===== src/rtl/shift_register.sv =====
// Parallel-load / serial-shift register, shifting toward the MSB.
// Q drives o_Qout directly; o_Sout taps the MSB of Q.
module shift_register #(
  parameter int BW_DATA = 8
) (
  input  logic               i_Clk,
  input  logic               i_Rst,
  input  logic [BW_DATA-1:0] i_D,
  input  logic               i_Load,
  input  logic               i_Sin,
  output logic [BW_DATA-1:0] o_Qout,
  output logic               o_Sout
);

  logic [BW_DATA-1:0] q_q;
  logic [BW_DATA-1:0] q_d;

  // Every non-reset edge either loads or shifts; there is no hold state.
  always_comb begin
    q_d = q_q;
    if (i_Load) begin
      q_d = i_D;
    end else begin
      q_d = {q_q[BW_DATA-2:0], i_Sin};
    end
  end

  always_ff @(posedge i_Clk) begin
    if (i_Rst) begin
      q_q <= '0;
    end else begin
      q_q <= q_d;
    end
  end

  assign o_Qout = q_q;
  assign o_Sout = q_q[BW_DATA-1];

endmodule


===== config.mk =====
export PLATFORM = sky130hd
export DESIGN_NAME = shift_register
export DESIGN_NICKNAME = d
export VERILOG_FILES = /design/src/rtl/shift_register.sv
export SDC_FILE = /design/constraint.sdc
export NUM_CORES = 1
export LEC_CHECK = 0
export CAP_MARGIN = 15
export CORE_AREA = 4 4 41 43
export CTS_BUF_LIST = sky130_fd_sc_hd__clkbuf_2 sky130_fd_sc_hd__clkbuf_4 sky130_fd_sc_hd__clkbuf_8
export DETAILED_ROUTE_END_ITERATION = 7
export DIE_AREA = 0 0 45 47
export GPL_ROUTABILITY_DRIVEN = 0
export PLACE_DENSITY_LB_ADDON = 0.15
export RECOVER_POWER = 50
export SLEW_MARGIN = 20
export SYNTH_ARGS = -nofsm -noshare
export SYNTH_HDL_FRONTEND = slang
export SYNTH_SLANG_ARGS = --single-unit
export TNS_END_PERCENT = 20

===== constraint.sdc =====
create_clock -name i_Clk -period 0.8 [get_ports i_Clk]
set_clock_uncertainty 0.05 [all_clocks]
set_input_delay 0.16 -clock i_Clk [delete_from_list [all_inputs] [get_ports i_Clk]]
set_output_delay 0.16 -clock i_Clk [all_outputs]
set_load 0.02 [all_outputs]

==> impl_metrics.env, run 1 <==
export IMPL_seqCellArea_um2=170
export IMPL_hold_viol_final=0
export IMPL_critical_path_class="reg2out"
export IMPL_synthAdderAreaFrac_pct=0
export IMPL_drive_gt1_share_pct=46.9
export IMPL_die_w_um=45
export IMPL_p_per_area_nw_per_um2=1720
export IMPL_synth_compound_area_share_pct=0
export IMPL_grt_overflow_total=0
export IMPL_power_leakage_uw=0.000259
export IMPL_power_uw=938
export IMPL_regToRegSetupSlack_ps=-20
export IMPL_cp_end_kind="primary output"
export IMPL_ant_nets=0
export IMPL_critPathArrivalTime_ps=700
export IMPL_slew_headroom_pct=81.4
export IMPL_num_rows=13
export IMPL_cp_max_fo=2
export IMPL_swShare_pct=23.0
export IMPL_final_setup_viol_count=10
export IMPL_cp_slowest_cell="dfxtp_2"
export IMPL_port_buffers=20
export IMPL_cts_buffer_depth=2
export IMPL_wirelength_um=707
export IMPL_cp_buffers_inverters=1
export IMPL_routedWlPerCell_um=11.0
export IMPL_slowest_delay_ps=310
export IMPL_clock_sinks=8
export IMPL_fillers=133
export IMPL_synth_fp_nets=39
export IMPL_route_detailed_drc=0
export IMPL_cts_tree="done"
export IMPL_largest_reg_flops=8
export IMPL_p_int_uw=721
export IMPL_ys_warn_count=0
export IMPL_multiInputGateArea_um2=114
export IMPL_preCtsSetupSlack_ps=-472
export IMPL_root_buffer="clkbuf_4"
export IMPL_synth_seq_cells=8
export IMPL_drt_vias_per_instance=4.08
export IMPL_grt_max_degree=9
export IMPL_rsz0062_at_grt="true"
export IMPL_nNetsFinal=63
export IMPL_synth_top_family_by_area="multiplexers"
export IMPL_peakVddDrop_mv=0.664
export IMPL_fmax_mhz=1100
export IMPL_yosysSeqAreaShare_pct=54.7
export IMPL_yosysUniqueCellTypes=6
export IMPL_syn2layout_area_growth_pct=86.3
export IMPL_synthMuxAreaShare_pct=27.4
export IMPL_p_switching_uw=216
export IMPL_grt_pass1_vias=263
export IMPL_slew_viol_final=0
export IMPL_diodes=0
export IMPL_setup_ws_ps=-110
export IMPL_cp_start_kind="flop"
export IMPL_antenna_found_initial=0
export IMPL_holdWs_ps=222
export IMPL_crit_path_cell_trace="buf_4"
export IMPL_tightest_slew_ps=279
export IMPL_pin_count=21
export IMPL_groute_usage_overall_pct=7.61
export IMPL_cap_viol_max_count=0
export IMPL_core_area_um2=1300
export IMPL_synth_cells=27
export IMPL_required_ps=590
export IMPL_start_util_pct=22.5
export IMPL_setup_tns_final_ps=-893
export IMPL_hold_buffers=0
export IMPL_cts_made_buffers=3
export IMPL_synthSimpleGateAreaFrac_pct=10.3
export IMPL_hold_path_class="in2reg"
export IMPL_cts_max_level=1
export IMPL_stdcell_area_um2=546
export IMPL_routed_via_count=261
export IMPL_syn_avg_cell_area_um2=10.8
export IMPL_min_period_over_period_pct=114
export IMPL_die_area_um2=2120
export IMPL_place_area_um2=510
export IMPL_synth_xor_area_share_pct=0
export IMPL_violations="setup timing"
export IMPL_drtIter0Drc=2
export IMPL_clk_latency_ps=240
export IMPL_status="complete, but fails checks"
export IMPL_clk_pin_slew_worst_paths_ps=50
export IMPL_comb_power_share_pct=21.7
export IMPL_grt_pass1_wl_mm=1.08
export IMPL_drt_pass1_iter_count=2
export IMPL_die_y_um=47
export IMPL_cp_top_family="flip-flops"
export IMPL_min_period_ps=910
export IMPL_p_clk_share_pct=30.9
export IMPL_power_frac_seq_pct=47.4
export IMPL_synth_area_um2=293
[synth_stat cells]
cell type	n	share of area, %
buf_1	1	1.3
mux2i_1	8	27
buf_4	1	2.6
nor2_1	8	10
dfxtp_1	8	55
buf_6	1	3.8
[worst paths after layout]
| check | from | to | cells past startpoint |
|---|---|---|---|
| worst min register to register | o_Qout[5]$_SDFF_PP0_ | o_Qout[6]$_SDFF_PP0_ | 2 |
| worst max register to register | o_Qout[6]$_SDFF_PP0_ | o_Qout[7]$_SDFF_PP0_ | 3 |
| worst min-delay path | i_Rst | o_Qout[3]$_SDFF_PP0_ | 2 |
| worst max-delay path | o_Qout[7]$_SDFF_PP0_ | o_Sout | 1 |
[metrics by stage]
stage          util, %  instances
3_5_place_dp      39.2         60
2_1_floorplan        -         27
3_3_place_gp      39.2         60
6_report          41.9         64
4_1_cts           42.3         64
5_1_grt           41.9         64
[power by group through the flow]
| stage | Clock (µW) | Sequential [µW] | Combinational [µW] |
|---|---|---|---|
| 6_report | 289 | 445 | 204 |
| 5_1_grt | 331 | 447 | 219 |
| 4_1_cts | 312 | 444 | 213 |
| 3_5_place_dp | 0 | 444 | 207 |
| 3_3_place_gp | 0 | 444 | 204 |
| 2_1_floorplan | 0 | 474 | 59.0 |
[repair_timing]
action                     4_1_cts  5_1_grt
buffers inserted                 1        0
hold endpoints to repair         0        0
gates cloned                     0        0
setup endpoints to repair       17       17
resized for setup               59        3
[per-layer routing]
| layer | track usage [%] | wire (µm) |
|---|---|---|
| met2 | 11.6 | 324 |
| met5 | 0 | 0 |
| met1 | 7.80 | 277 |
| met4 | 5.26 | 0 |
| met3 | 4.60 | 105 |
[cells by family (layout without fill, tap and decap cells)]
| group | after synthesis | after routing |
|---|---|---|
| multiplexers | 8 | 8 |
| AND/OR/NAND/NOR | 8 | 8 |
| flip-flops | 8 | 8 |
| buffers and inverters | 3 | 25 |
[placed cells by master (no fill, tap or decap)]
master / instances
mux2i_2: 1
nor2_1: 8
dlygate4sd2_1: 1
dlymetal6s2s_1: 1
clkdlybuf4s50_1: 9
mux2i_1: 7
buf_6: 7
buf_4: 3
dfxtp_2: 8
clkbuf_4: 4
[layout make-up]
| type | instances | area share [%] |
|---|---|---|
| flip-flops and latches | 8 | 31.2 |
| well taps | 15 | 3.44 |
| repair buffers | 22 | 40.4 |
| multi-input cells | 16 | 20.9 |
| clock buffers | 3 | 4.13 |
No activity file was read; power rests on OpenSTA's default activity.
==> run 2: changes to the inputs <==
--- a/config.mk
+++ b/config.mk
@@ -5,11 +5,13 @@
 export SDC_FILE = /design/constraint.sdc
 export NUM_CORES = 1
 export LEC_CHECK = 0
+export ABC_CLOCK_PERIOD_IN_PS = 800
 export CAP_MARGIN = 15
 export CORE_AREA = 4 4 41 43
 export CTS_BUF_LIST = sky130_fd_sc_hd__clkbuf_2 sky130_fd_sc_hd__clkbuf_4 sky130_fd_sc_hd__clkbuf_8
 export DETAILED_ROUTE_END_ITERATION = 7
 export DIE_AREA = 0 0 45 47
+export DONT_BUFFER_PORTS = 1
 export GPL_ROUTABILITY_DRIVEN = 0
 export PLACE_DENSITY_LB_ADDON = 0.15
 export RECOVER_POWER = 50
==> impl_metrics.env, run 2 (synthesis gave the netlist of run 1 again) <==
export IMPL_status="complete, but fails checks"
export IMPL_violations="setup timing"
export IMPL_route_detailed_drc=0
export IMPL_critical_path_class="reg2out"
export IMPL_ant_nets=0
export IMPL_place_inst=46
export IMPL_diodes=0
export IMPL_cts_setup_buffers=0
export IMPL_hold_viol_final=0
export IMPL_required_ps=590
export IMPL_die_y_um=47
export IMPL_rsz0062_at_grt="true"
export IMPL_grt_pass1_wl_mm=1.00
export IMPL_pin_count=21
export IMPL_startpoint="o_Qout[1]$_SDFF_PP0_"
export IMPL_groute_usage_overall_pct=7.21
export IMPL_setup_ws_ps=-110
export IMPL_drive_gt1_share_pct=51.4
export IMPL_grt_overflow_total=0
export IMPL_rr_startpoint="o_Qout[1]$_SDFF_PP0_"
export IMPL_port_buffers=0
export IMPL_drt_pass1_iter_count=2
export IMPL_routed_via_count=223
export IMPL_cts_made_buffers=3
export IMPL_clk_pin_slew_worst_paths_ps=50
export IMPL_root_buffer="clkbuf_4"
export IMPL_slew_headroom_pct=80.1
export IMPL_tightest_slew_ps=298
export IMPL_clk_latency_ps=250
export IMPL_grt_pass1_vias=251
export IMPL_wirelength_um=639
export IMPL_critPathArrivalTime_ps=700
export IMPL_start_util_pct=22.5
export IMPL_min_period_over_period_pct=114
export IMPL_slew_viol_final=0
export IMPL_fmax_mhz=1100
export IMPL_core_area_um2=1300
export IMPL_antenna_found_initial=0
export IMPL_nNetsFinal=49
export IMPL_fillers=150
export IMPL_slowest_delay_ps=330
export IMPL_final_setup_viol_count=9
export IMPL_cp_start_kind="flop"
export IMPL_drt_vias_per_instance=4.46
export IMPL_seqCellArea_um2=173
export IMPL_p_per_area_nw_per_um2=2100
export IMPL_largest_reg_flops=8
export IMPL_grt_max_degree=9
export IMPL_clock_sinks=8
export IMPL_die_area_um2=2120
export IMPL_syn2layout_area_growth_pct=41.0
export IMPL_drtIter0Drc=4
export IMPL_cap_viol_max_count=0
export IMPL_fin_cells=50
export IMPL_cp_buffers_inverters=1
export IMPL_die_w_um=45
export IMPL_cp_end_kind="primary output"
export IMPL_routedWlPerCell_um=12.8
export IMPL_place_area_um2=343
export IMPL_holdCritStartpoint="i_D[7]"
export IMPL_num_rows=13
export IMPL_power_leakage_uw=0.000192
export IMPL_cts_tree="done"
export IMPL_crit_path_cell_trace="buf_6"
export IMPL_cp_max_fo=2
export IMPL_cp_top_family="flip-flops"
export IMPL_min_period_ps=910
export IMPL_fin_util_pct=31.7
export IMPL_cp_slowest_cell="dfxtp_2"
export IMPL_peakVddDrop_mv=0.871
export IMPL_cts_max_level=1
export IMPL_stdcell_area_um2=413
export IMPL_cts_buffer_depth=2
export IMPL_hold_path_class="in2reg"
export IMPL_multiInputGateArea_um2=110
export IMPL_mostFrequentLayoutCells="mux2i_1, nor2_1, dfxtp_2, buf_6, clkbuf_4"
[run 2: layout make-up]
| type | count | share of cell area, % |
|---|---|---|
| Clock buffer | 3 | 5.45 |
| Multi-Input combinational cell | 16 | 26.7 |
| Sequential cell | 8 | 41.8 |
| Tap cell | 15 | 4.55 |
| Timing Repair Buffer | 8 | 21.5 |
[run 2: metrics by stage]
stage               power [µW]  setup WS (ps)  hold WS (ps)  setup TNS (ps)
floorplan                  533           72.7           254               0
detailed placement         551            132           180               0
global placement           550            138           177               0
CTS                        890           -122          1.72           -1560
global route               910           -139          11.2           -1080
finish                     869           -110          8.46            -849
[run 2: power by group]
group          switching (µW)  internal, µW
registers                23.8           428
clock network             126           171
logic                    53.8          66.5
[run 2: worst paths after layout]
kind	to	cells past startpoint	slack (ps)
max	o_Qout[1]	1	-110
min	o_Qout[7]$_SDFF_PP0_	2	8
max reg2reg	o_Qout[2]$_SDFF_PP0_	2	110
min reg2reg	o_Qout[4]$_SDFF_PP0_	2	440
[run 2: layer usage]
layer | GRT usage (%) | share of wire (%) | vias up | routed length, µm
li1 | - | - | 105 | -
met1 | 5.96 | 33 | 99 | 208
met2 | 12.4 | 50 | 19 | 320
met3 | 6.90 | 17 | 0 | 110
met4 | 1.75 | 0 | 0 | 0
met5 | 0 | 0 | - | 0
[run 2: timing repair]
| action | in CTS | in global routing |
|---|---|---|
| pin swaps | 0 | 0 |
| endpoints found under the hold margin | 8 | 0 |
| hold buffers | 1 | 0 |
| gates resized for setup | 15 | 1 |
| endpoints found under the setup margin | 9 | 17 |
